`src/rtl/cordic_seq_sincos.sv`:
```
// Iterative CORDIC rotator: one micro-rotation per clock, producing cos/sin of a Q2.WIDTH angle
// behind a valid/ready handshake, with the residual angle exposed for convergence checks.
module cordic_seq_sincos #(
    parameter int WIDTH = 24,
    parameter int ITERS = 24
) (
    input  logic             clk,
    input  logic             reset,
    input  logic             in_valid,
    output logic             in_ready,
    input  logic [WIDTH+1:0] angle,
    input  logic [4:0]       iters,
    output logic             out_valid,
    input  logic             out_ready,
    output logic [WIDTH+1:0] cos_out,
    output logic [WIDTH+1:0] sin_out,
    output logic [WIDTH+1:0] theta_res
);

    localparam int             D      = WIDTH + 2;
    localparam int             SHIFT  = 24 - WIDTH;
    localparam logic [25:0]    K_Q24  = 26'h09B74EE;
    localparam logic [D-1:0]   K_INIT = D'(K_Q24 >> SHIFT);
    localparam logic [4:0]     MAX_N  = 5'(ITERS);

    typedef enum logic [1:0] {IDLE, RUN, DONE} state_t;

    // atan(2^-i) in Q2.24; from i=8 on the cubic term is below half an LSB.
    function automatic logic [25:0] atan_q24(input logic [4:0] idx);
        logic [25:0] r;
        case (idx)
            5'd0:    r = 26'h0C90FDB;
            5'd1:    r = 26'h076B19C;
            5'd2:    r = 26'h03EB6EC;
            5'd3:    r = 26'h01FD5BB;
            5'd4:    r = 26'h00FFAAE;
            5'd5:    r = 26'h007FF55;
            5'd6:    r = 26'h003FFEB;
            5'd7:    r = 26'h001FFFD;
            default: r = (idx <= 5'd24) ? (26'd1 << (5'd24 - idx)) : '0;
        endcase
        return r;
    endfunction

    state_t                state_q, state_d;
    logic signed [D-1:0]   x_q, x_d, y_q, y_d, z_q, z_d;
    logic signed [D-1:0]   x_rot, y_rot, z_rot, atan_i;
    logic [4:0]            i_q, i_d, n_q, n_d, n_req;
    logic [D-1:0]          cos_q, cos_d, sin_q, sin_d, res_q, res_d;

    always_comb begin
        atan_i = $signed(D'(atan_q24(i_q) >> SHIFT));
        if (!z_q[D-1]) begin
            x_rot = x_q - (y_q >>> i_q);
            y_rot = y_q + (x_q >>> i_q);
            z_rot = z_q - atan_i;
        end else begin
            x_rot = x_q + (y_q >>> i_q);
            y_rot = y_q - (x_q >>> i_q);
            z_rot = z_q + atan_i;
        end
        n_req = (iters == 5'd0 || iters > MAX_N) ? MAX_N : iters;

        state_d = state_q;
        x_d     = x_q;
        y_d     = y_q;
        z_d     = z_q;
        i_d     = i_q;
        n_d     = n_q;
        cos_d   = cos_q;
        sin_d   = sin_q;
        res_d   = res_q;

        case (state_q)
            IDLE: begin
                if (in_valid) begin
                    x_d     = $signed(K_INIT);
                    y_d     = '0;
                    z_d     = $signed(angle);
                    i_d     = '0;
                    n_d     = n_req;
                    state_d = RUN;
                end
            end
            RUN: begin
                x_d = x_rot;
                y_d = y_rot;
                z_d = z_rot;
                i_d = i_q + 5'd1;
                if (i_q == n_q - 5'd1) begin
                    cos_d   = x_rot;
                    sin_d   = y_rot;
                    res_d   = z_rot;
                    state_d = DONE;
                end
            end
            DONE: begin
                if (out_ready) begin
                    state_d = IDLE;
                end
            end
            default: state_d = IDLE;
        endcase
    end

    always_ff @(posedge clk) begin
        if (reset) begin
            state_q <= IDLE;
            x_q     <= '0;
            y_q     <= '0;
            z_q     <= '0;
            i_q     <= '0;
            n_q     <= '0;
            cos_q   <= '0;
            sin_q   <= '0;
            res_q   <= '0;
        end else begin
            state_q <= state_d;
            x_q     <= x_d;
            y_q     <= y_d;
            z_q     <= z_d;
            i_q     <= i_d;
            n_q     <= n_d;
            cos_q   <= cos_d;
            sin_q   <= sin_d;
            res_q   <= res_d;
        end
    end

    assign in_ready  = (state_q == IDLE);
    assign out_valid = (state_q == DONE);
    assign cos_out   = cos_q;
    assign sin_out   = sin_q;
    assign theta_res = res_q;

endmodule

```
`config.mk`:
```
export PLATFORM = sky130hd
export DESIGN_NAME = cordic_seq_sincos
export DESIGN_NICKNAME = d
export VERILOG_FILES = /design/src/rtl/cordic_seq_sincos.sv
export SDC_FILE = /design/constraint.sdc
export NUM_CORES = 1
export LEC_CHECK = 0
export CAP_MARGIN = 15
export CORE_ASPECT_RATIO = 0.6
export CORE_MARGIN = 3
export CORE_UTILIZATION = 31
export DETAILED_ROUTE_END_ITERATION = 6
export PLACE_DENSITY_LB_ADDON = 0.05
export SLEW_MARGIN = 20
export SYNTH_ARGS = -nofsm -noshare
export SYNTH_HDL_FRONTEND = slang
export SYNTH_SLANG_ARGS = --single-unit
```
`constraint.sdc`:
```
create_clock -name clk -period 7 [get_ports clk]
set_clock_uncertainty 0.05 [all_clocks]
set_input_delay 1.05 -clock clk [delete_from_list [all_inputs] [get_ports clk]]
set_output_delay 1.05 -clock clk [all_outputs]
set_load 0.01 [all_outputs]
```
---- Word level (Yosys, flattened, before mapping) ----
Cells that the tools add are included.
storage, ports and cells
  register bits after elaboration ......... 168
  input port bits ......................... 35
  output and inout bits ................... 80
  logic and storage cells ................. 63
cells by class
  add/subtract/negate cells ............... 9
  $lt $le $gt $ge ......................... 2
  eq/ne operators ......................... 13
  shift-type cells ........................ 3
  multiplexer cells ....................... 18
  reduce and logical (&&, ||, !) cells .... 9
operators by type and width
  kind                    count
  $pmux W26 S8            1
  $mux W26                7
  $pmux W26 S2            3
  $add A26 B26 Y26        3
  $sub A26 B26 Y26        3
  $sshr A26 B5 Y26        2
  $shl A1 B5 Y26 const A  1
  $eq A5 B3 Y1 const B    4
  $eq A5 B2 Y1 const B    2
  $logic_not A5 Y1        2
  $mux W5                 2
  $pmux W5 S2             1
  $mux W2                 3
  $pmux W2 S3             1
  $reduce_and A2 Y1       3
  $add A5 B1 Y5 const B   1
  $eq A5 B1 Y1 const B    1
  $eq A5 B5 Y1            1
  $gt A5 B5 Y1 const B    1
  $le A5 B5 Y1 const B    1
  $sub A5 B1 Y5 const B   1
  $sub A5 B5 Y5 const A   1
  $ne A2 B2 Y1 const B    2
  $reduce_and A3 Y1       1
  other kinds (6)         6

---- Logic depth before layout (Yosys ltp) ----
Gate-level depths: netlist of run 1.
  depth after elaboration ................. 7
  gate-level depth with buffers ........... 28
  depth with buffers taken out ............ 23

---- Worst setup path before layout of run 1 ----
No wires, ideal clock.
  kind .................................... reg2reg
  start ................................... reg i_q[0]
  end ..................................... reg z_q[25]
  library setup time ...................... 0.132 ns
  arrival ................................. 4.962 ns
  required time ........................... 6.818 ns
  slack ................................... 1.856 ns
  stages on the path, launching flop included .. 25
  path buffers ............................ 3
  period minus slack after synthesis ...... 5.144 ns
  cells stage by stage .................... dfxtp_1 buf_6 inv_1 buf_2 buf_2 ha_1 or3_1 nand3_1 nand2_1 a2111oi_2 nand2_1 nor4b_2 a21oi_1 xnor2_1 ha_1 nand3_1 nor2_1 and4_1 nand3_1 a21boi_0 o31ai_1 o21ai_0 o311ai_0 xnor2_1 o22ai_1
on the way
  word-level cells in the longest chain between the ends .. 7
  elaborated cells between the ends (all ways) .. 17
  those cells by class .................... add/sub (3); order compare (1); eq/ne (7); shift (1); mux (4); reduce/logical (1)
ends and longest elaborated chain
  element                                                      line    text
  start: declaration                                           48      logic [4:0] i_q, i_d, n_q, n_d, n_req;
  start signal: assignment                                     122     i_q <= i_d;
  $sub A5 B5 Y5                                                40      default: r = (idx <= 5'd24) ? (26'd1 << (5'd24 - idx)) : '0;
  $shl A1 B5 Y26                                               40
  $mux W26                                                     40
  $pmux W26 S8 (*)                                             31      case (idx)
  $sub A26 B26 Y26 / $add A26 B26 Y26 (equally long branches)  56, 60
  $mux W26 (*)                                                 53      if (!z_q[D-1]) begin
  $pmux W26 S2 (*)                                             74      case (state_q)
  end signal: assignment                                       121     z_q <= z_d;
  end: declaration                                             46      logic signed [D-1:0] x_q, x_d, y_q, y_d, z_q, z_d;
Mark *: on every way between the ends. The rest lies on a longest branch, timed or not.
A chain may end at the register's enable or synchronous reset.

---- Worst setup path after layout of run 1 ----
  start ................................... reg i_q[1]
  end ..................................... reg y_q[25]
on the way
  word-level cells in the longest chain between the ends .. 4
  elaborated cells between the ends (all ways) .. 5
  those cells by class .................... add/sub (2); shift (1); mux (2)
ends and longest elaborated chain
  element                                                      line    text
  $sshr A26 B5 Y26 (*)                                         55, 59
  $add A26 B26 Y26 / $sub A26 B26 Y26 (equally long branches)  55, 59
  $mux W26 (*)                                                 53
  $pmux W26 S2 (*)                                             74
  end signal: assignment                                       120     y_q <= y_d;
  end: declaration                                             46
Marks and branches as above.

==> flow_summary.yaml, run 1 <==
layout:
  finish.net_count: 2222
  multi_input_area_sq_mm: 0.0116
  diodes: 0
  seqCellArea_sq_mm: 0.00338
  nFillCells: 5304
  drive_gt1_frac: 0.104
  area_growth_pct: 15.5
cts:
  postCtsResizedCells: 0
  cts_tree: "done"
  cts_buffer_depth: 2
  cts_made_buffers: 17
  hold_buffers: 0
  cts_setup_buffers: 0
  clk_latency_ps: 480
  root_buffer: "clkbuf_16"
  cts_sinks: 168
  clkTransAtPathRegs_ps: 80
  htreeDepth: 4
worst_hold_path:
  hold_path_class: "register to register"
  hp-start: "cos_out[16]"
  worstHoldPathCells: 2
  hold_path_end: "cos_out[16]"
placed_design:
  hpwl_mm: 52.2
  io_buffers: 114
  gp_congestion: 0.954
routing:
  drtAntennaViolNets: 0
  drcViolationCount: 0
  drtIter0Drc: 1664
  wl_per_cell_um: 24.5
  vias: 16000
  first_pass_iters: 5
  drt-total-wl_mm: 68.5
  vias_per_cell: 5.72
critical_path:
  reg2reg_depth: 21
  cp_common_cell: "a21o_1"
  worst-setup-path-type: "register to register"
  cp-start-kind: "register"
  crit_buf_inv: 2
  r2r_start: "i_q[1]"
  r2r-end: "y_q[25]"
  cp-end-kind: "register"
  worst_path_max_delay_cell: "dfxtp_4"
  path_cells: "buf_4 > mux2_2 > o32a_1 > nor4bb_1 > a211o_1 > inv_1 > ha_1 > and3_1 > a21oi_1 > xor2_1 > ha_1 > a21o_1 > a21o_1 > a21o_1 > a2111o_1 > or3_1 > a31oi_1 > o21ai_0 > a41oi_1 > xor2_1 > o21ai_1"
  crit_path_max_fanout: 42
  max_stage_delay_ps: 730
  cp_data_required_time_ps: 7270
  crit_family: "compound AO/OA/AOI/OAI gates"
  cp.arrival_ps: 6680
  regToRegSetupSlack_ps: 590
pwr:
  pwr_density_cell_mw_per_mm2: 416
  ir_worst_vdd_mv: 0.214
  p_leak_nw: 6.80
  p_total_w: 0.00758
sta:
  worstMarginPinSlew_ps: 1050
  finalSetupTns_ps: 0
  fmax_ghz: 0.156
  slew_violations: 0
  slew_headroom: 0.299
  fin_crit_ps: 6410
  rsz0062_at_grt: "no"
  fin_crit_sh: 0.915
  setup_violations: 0
  finalHoldViolCount: 0
logic_synthesis:
  ys_types: 101
  ys_async_sr_fraction: 0
  synth_top_area_frac: 0.213
  syn_avg_cell_area_sq_um: 7.76
  yosysMostFrequentCell: "nand2_1"
  synth-edff-count: 0
  synthesis.area_sq_mm: 0.0158
  synth_area_leader_cell: "dfxtp_1"
  syn_inst: 2036
  ys_ff_latch: 168
  synthTopCellsByArea: "dfxtp_1, ha_1, a21oi_1, nand2_1, xnor2_1"
  syn-num-nets: 2159
  yosysSeqAreaShare: 0.213
  yosysWarnings: 0
  ys.flop_type: "dfxtp_1"
  yosys-top-cells-count: "nand2_1, a21oi_1, nor2_1"
floorplan:
  die_h_um: 181
  rows: 63
  die_w_um: 297
  die-area_sq_mm: 0.0538
  io_pins: 115
  initial_core_util: 0.317
  core_sq_mm: 0.0499
global_routing:
  grt_pass1_vias: 15200
  grt_antenna_before_repair: 2
  grt_pass1_wl_mm: 102
  grt_max_degree: 77
  grtUsageTotal: 0.252
  grt.overflow.total: 0
job:
  max_cap_viol_count: 0
status:
  status: "complete, no violations"
## worst register-to-register path, delay by kind of cell, from the launching register on
family | cells | cell delay (ps)
AO/OA/AOI/OAI | 11 | 2590
XOR/XNOR | 2 | 340
adder cells (fa/ha/maj) | 2 | 540
buffers and inverters | 2 | 540
flip-flops | 1 | 730
multiplexers | 1 | 260
AND/OR/NAND/NOR | 3 | 1180
## flip-flops by register name (all words and copies together) (netlist names)
name	cells
sin_out	26
state_q	2
z_q	26
theta_res	26
x_q	26
i_q	5
cos_out	26
n_q	5
y_q	26
## metal layers
layer,vias up,wire [um],GRT usage,part of all wire
met2,591,24400,0.316,0.36
met3,29,7190,0.0942,0.10
met1,7744,36400,0.399,0.53
li1,7604,-,-,-
met5,-,41,0,0.00060
met4,6,448,0.0345,0.0065
## worst max path at each step
stage,startpoint,endpoint,cells past startpoint
2_1_floorplan,i_q[0],z_q[25],24
3_3_place_gp,i_q[1],y_q[25],21
3_5_place_dp,i_q[1],y_q[25],21
4_1_cts,i_q[1],y_q[25],21
5_1_grt,i_q[1],cos_out[23],19
6_report,i_q[1],y_q[25],21
## cells in the final DEF, fill, tap and decap left out, types with 35 or more instances in the layout
cell,synthesis,final
nand2_1,257,256
mux4_2,37,37
o21ai_0,83,83
xor2_1,45,45
clkdlybuf4s50_1,0,113
a21o_1,37,37
mux2i_1,45,45
nor2_1,196,195
nor3_1,48,47
a21oi_1,204,204
inv_1,37,36
dfxtp_1,168,162
a31oi_1,35,35
buf_4,9,68
nand3_1,62,62
xnor2_1,99,99
ha_1,85,85
## layout make-up
cell class / instances / area share
inverters: 41 / 0.00843
clock inverters: 13 / 0.00788
well taps: 682 / 0.0468
clock buffers: 19 / 0.0243
flip-flops and latches: 168 / 0.185
multi-input cells: 1688 / 0.636
repair buffers: 183 / 0.0921
## kinds of logic (layout without fill, tap and decap cells)
logic type               after synthesis  count (layout)  synth area share
AO/OA/AOI/OAI                        633             633             0.266
XOR/XNOR                             144             144            0.0798
adder cells (fa/ha/maj)               88              88            0.0711
buffers and inverters                180             256            0.0553
flip-flops                           168             168             0.213
multiplexers                         114             114             0.106
AND/OR/NAND/NOR                      709             709             0.208
## stage by stage
| step | std cells | util | instance area, sq um | hold slack, ps | setup WS (ps) |
|---|---|---|---|---|---|
| 3_5_place_dp | 2762 | 0.354 | 17700 | 396 | 750 |
| 2_1_floorplan | 2036 | - | 15800 | 395 | 1860 |
| 6_report | 2794 | 0.366 | 18200 | 403 | 592 |
| 5_1_grt | 2794 | 0.366 | 18200 | 423 | 249 |
| 3_3_place_gp | 2762 | 0.354 | 17700 | 393 | 926 |
| 4_1_cts | 2794 | 0.366 | 18200 | 407 | 673 |
## where the power goes
| group | switching (W) | internal [W] | total (W) |
|---|---|---|---|
| sequential | 0.000344 | 0.00109 | 0.00144 |
| clock | 0.000482 | 0.000539 | 0.00102 |
| combinational | 0.00307 | 0.00205 | 0.00513 |
No activity file was read; power rests on OpenSTA's default activity.
==> run 2: changes to the inputs <==
ABC_CLOCK_PERIOD_IN_PS = 7000   (was not set)
RECOVER_POWER = 25   (was not set)
==> flow_summary.yaml, run 2 (synthesis results as in run 1) <==
status:
  status: "complete, but fails checks"
  failed_checks: "capacitance limit, slew limit"
cts:
  cts_sinks: 168
  htreeDepth: 4
  cts_tree: "done"
  postCtsResizedCells: 0
  clk_latency_ps: 480
  cts_made_buffers: 17
  cts_setup_buffers: 0
  cts_buffer_depth: 2
  root_buffer: "clkbuf_16"
  clkTransAtPathRegs_ps: 80
  hold_buffers: 0
job:
  max_cap_viol_count: 2
worst_hold_path:
  worstHoldPathCells: 2
  hold_path_end: "cos_out[16]"
  hp-start: "cos_out[16]"
  hold_path_class: "register to register"
sta:
  rsz0062_at_grt: "no"
  finalHoldViolCount: 0
  worst_slack_ps: 563
  worstMarginPinSlew_ps: 2400
  slew_headroom: -0.601
  fin_crit_sh: 0.920
  fin_crit_ps: 6440
  setup_violations: 0
  fmax_ghz: 0.155
  slew_violations: 72
  finalSetupTns_ps: 0
pwr:
  power_frac_comb: 0.676
  ir_worst_vdd_mv: 0.214
  swShare: 0.514
  p_sw_w: 0.00390
  internal_power_w: 0.00368
  clock_power_share: 0.135
  p_total_w: 0.00758
  pwr_density_cell_mw_per_mm2: 416
  p_leak_nw: 6.98
  seqPwrFrac: 0.189
global_routing:
  grt_pass1_wl_mm: 102
  grt_max_degree: 77
  grt_antenna_before_repair: 2
  grtUsageTotal: 0.252
  grt.overflow.total: 0
  grt_pass1_vias: 15200
critical_path:
  crit_start: "i_q[1]"
  reg2reg_depth: 21
  cp_data_required_time_ps: 7270
  crit_path_max_fanout: 42
  cp-start-kind: "register"
  cp_common_cell: "a21o_1"
  cp-end-kind: "register"
  path_cells: "buf_4 > mux2_2 > o32a_1 > nor4bb_1 > a211o_1 > inv_1 > ha_1 > and3_1 > a21oi_1 > xor2_1 > ha_1 > a21o_1 > a21o_1 > a21o_1 > a2111o_1 > or3_1 > a31oi_1 > o21ai_0 > a41oi_1 > xor2_1 > o21ai_1"
  r2r_start: "i_q[1]"
  worst_path_max_delay_cell: "dfxtp_4"
  regToRegSetupSlack_ps: 560
  r2r-end: "y_q[25]"
  worst-setup-path-type: "register to register"
  max_stage_delay_ps: 740
  cp.arrival_ps: 6710
layout:
  drive_gt1_frac: 0.102
  diodes: 0
  finish.net_count: 2222
  layout_commonest_cell: "nand2_1"
  nFillCells: 5306
  multi_input_area_sq_mm: 0.0116
  seqCellArea_sq_mm: 0.00338
  area_growth_pct: 15.4
  final_cell_mix: "nand2_1, a21oi_1, nor2_1, dfxtp_1, xnor2_1"
floorplan:
  die_w_um: 297
  die_h_um: 181
  rows: 63
  io_pins: 115
  core_sq_mm: 0.0499
  die-area_sq_mm: 0.0538
  initial_core_util: 0.317
routing:
  vias_per_cell: 5.71
  vias: 16000
  wl_per_cell_um: 24.5
  drt-total-wl_mm: 68.4
  first_pass_iters: 5
  drcViolationCount: 0
  drtIter0Drc: 1662
  drtAntennaViolNets: 0
placed_design:
  io_buffers: 114
  gp_congestion: 0.954
  hpwl_mm: 52.2
  pre_cts_ws_ps: 750
-- run 2: metrics by stage --
| stage | std cells | utilization | hold slack (ps) | area (sq um) |
|---|---|---|---|---|
| floorplan | 2036 | - | 395 | 15800 |
| detailed placement | 2762 | 0.354 | 396 | 17700 |
| finish | 2794 | 0.366 | 400 | 18200 |
| global placement | 2762 | 0.354 | 393 | 17700 |
| CTS | 2794 | 0.366 | 407 | 18200 |
| global route | 2794 | 0.366 | 420 | 18200 |
-- run 2: worst max path at each step --
stage	endpoint	slack (ps)	cells after the start
finish	y_q[25]	560	21
global placement	y_q[25]	930	21
detailed placement	y_q[25]	750	21
CTS	y_q[25]	670	21
global route	cos_out[23]	250	19
floorplan	z_q[25]	1860	24
-- run 2: metal layers --
metal	vias to the layer above	track usage	wire length, um
met5	-	0	41
met4	6	0.0345	420
met3	27	0.0942	7150
met2	594	0.316	24500
met1	7717	0.399	36300
li1	7611	-	-
-- run 2: critical path: cells and delay by family, from the launching register on --
family | cells | cell delay (ps)
xor gates and xnor gates | 2 | 340
AOI/OAI and AO/OA | 11 | 2600
DFF | 1 | 740
buffers and inverters | 2 | 530
adders and majority gates | 2 | 540
muxes | 1 | 250
and+or+nand+nor | 3 | 1200
-- run 2: power by group through the flow --
stage | combinational (W) | clock (W) | sequential (W)
floorplan | 0.00377 | 0 | 0.00125
detailed placement | 0.00502 | 0 | 0.00144
finish | 0.00512 | 0.00102 | 0.00144
global route | 0.00564 | 0.00110 | 0.00145
global placement | 0.00505 | 0 | 0.00145
CTS | 0.00506 | 0.00106 | 0.00142
-- run 2: cell type report --
| type | count | share of cell area |
|---|---|---|
| Multi-Input combinational cell | 1688 | 0.636 |
| Sequential cell | 168 | 0.185 |
| Timing Repair Buffer | 183 | 0.0918 |
| Tap cell | 682 | 0.0468 |
| Clock buffer | 19 | 0.0243 |
| Inverter | 41 | 0.00844 |
| Clock inverter | 13 | 0.00789 |
==> run 3: changes to the inputs <==
CAP_MARGIN = 20   (was 15)
CTS_BUF_LIST = sky130_fd_sc_hd__clkbuf_8   (was not set)
TNS_END_PERCENT = 100   (was not set)
==> flow_summary.yaml, run 3 (synthesis results as in run 1) <==
critical_path:
  cp_common_cell: "a21o_1"
  cp-end-kind: "register"
  path_cells: "buf_4 > mux2_2 > o32a_1 > nor4bb_1 > a211o_1 > inv_1 > ha_1 > and3_1 > a21oi_1 > xor2_1 > ha_1 > a21o_1 > a21o_1 > a21o_1 > a2111o_1 > or3_1 > a31oi_1 > o21ai_0 > a41oi_1 > xor2_1 > o21ai_1"
  crit_buf_inv: 2
  setup.worst_path.end: "y_q[25]"
  crit_family: "compound AO/OA/AOI/OAI gates"
  crit_path_max_fanout: 42
  worst_path_max_delay_cell: "dfxtp_4"
  cp-start-kind: "register"
  crit_start: "i_q[1]"
  worst-setup-path-type: "register to register"
  cp.depth: 21
  reg2reg_depth: 21
  cp_data_required_time_ps: 7340
  cp.arrival_ps: 6810
  regToRegSetupSlack_ps: 530
  r2r-end: "y_q[25]"
  max_stage_delay_ps: 750
  r2r_start: "i_q[1]"
sta:
  finalHoldViolCount: 0
  worstMarginPinSlew_ps: 2440
  finalSetupTns_ps: 0
  fin_crit_sh: 0.925
  setup_violations: 0
  fmax_ghz: 0.154
  slew_violations: 72
  slew_headroom: -0.626
  fin_crit_ps: 6470
  rsz0062_at_grt: "no"
job:
  max_cap_viol_count: 2
routing:
  first_pass_iters: 5
  drtIter0Drc: 1474
  vias: 16000
  drt-total-wl_mm: 68.3
  drcViolationCount: 0
  wl_per_cell_um: 24.4
  vias_per_cell: 5.71
  drtAntennaViolNets: 0
layout:
  finish.net_count: 2222
  layout_commonest_cell: "nand2_1"
  fin_util: 0.362
  final_cell_mix: "nand2_1, a21oi_1, nor2_1, dfxtp_1, xnor2_1"
  area_growth_pct: 14.2
  drive_gt1_frac: 0.102
  final_cell_area_sq_mm: 0.0180
pwr:
  p_leak_nw: 6.89
  pwr_density_cell_mw_per_mm2: 407
  ir_worst_vdd_mv: 0.209
cts:
  cts_setup_buffers: 0
  postCtsResizedCells: 0
  cts_tree: "done"
  root_buffer: "clkbuf_8"
  htreeDepth: 4
  clk_latency_ps: 560
  clkTransAtPathRegs_ps: 110
  cts_buffer_depth: 2
  cts_made_buffers: 17
  hold_buffers: 0
  cts_sinks: 168
status:
  status: "complete, but fails checks"
  failed_checks: "capacitance limit, slew limit"
floorplan:
  initial_core_util: 0.317
  die_h_um: 181
  rows: 63
  core_sq_mm: 0.0499
  die-area_sq_mm: 0.0538
  die_w_um: 297
  io_pins: 115
placed_design:
  post_dp_cell_area_sq_mm: 0.0177
  hpwl_mm: 52.2
  io_buffers: 114
  gp_congestion: 0.954
worst_hold_path:
  hold_path_class: "register to register"
global_routing:
  grt_pass1_vias: 15200
  grt_pass1_wl_mm: 102
  grt_antenna_before_repair: 2
  grtUsageTotal: 0.250
  grt.overflow.total: 0
  grt_max_degree: 77
[run 3: metal layers]
layer | track usage | share of wire
met1 | 0.400 | 0.54
met4 | 0.0322 | 0.0063
met3 | 0.0908 | 0.099
met5 | 0 | 0.00060
met2 | 0.314 | 0.36
[run 3: how the worst min path moves through the flow]
stage | cells past startpoint | startpoint | endpoint
4_1_cts | 2 | cos_out[16] | cos_out[16]
6_report | 2 | cos_out[16] | cos_out[16]
3_5_place_dp | 2 | cos_out[9] | cos_out[9]
3_3_place_gp | 2 | cos_out[9] | cos_out[9]
5_1_grt | 2 | cos_out[9] | cos_out[9]
2_1_floorplan | 2 | n_q[1] | n_q[1]
[run 3: area by class of cell]
cell class	count	area, sq um
fill	5321	31900
multi-input combinational	1688	11600
clock buffer	18	248
clock inverter	14	148
inverter	41	154
antenna	1	2.50
sequential	168	3380
timing repair buffer	183	1670
tap	682	853
[run 3: report_power, final]
part / total [W] / switching (W) / internal (W)
clock: 0.000782 / 0.000454 / 0.000329
sequential: 0.00143 / 0.000341 / 0.00109
combinational: 0.00513 / 0.00307 / 0.00205
[run 3: worst register-to-register path, delay by kind of cell (launching register included)]
family / cells / cell delay [ps]
AO/OA/AOI/OAI: 11 / 2610
multiplexers: 1 / 260
flip-flops: 1 / 750
adder cells (fa/ha/maj): 2 / 540
AND/OR/NAND/NOR: 3 / 1220
XOR/XNOR: 2 / 340
buffers and inverters: 2 / 530
[run 3: stage by stage]
step	std cells	hold WS (ps)	total power, W	worst slack (ps)
final	2795	404	0.00734	526
after floorplan	2036	395	0.00502	1860
after CTS	2794	412	0.00730	658
after global routing	2794	425	0.00794	239
after global placement	2762	393	0.00650	926
after detailed placement	2762	396	0.00646	750
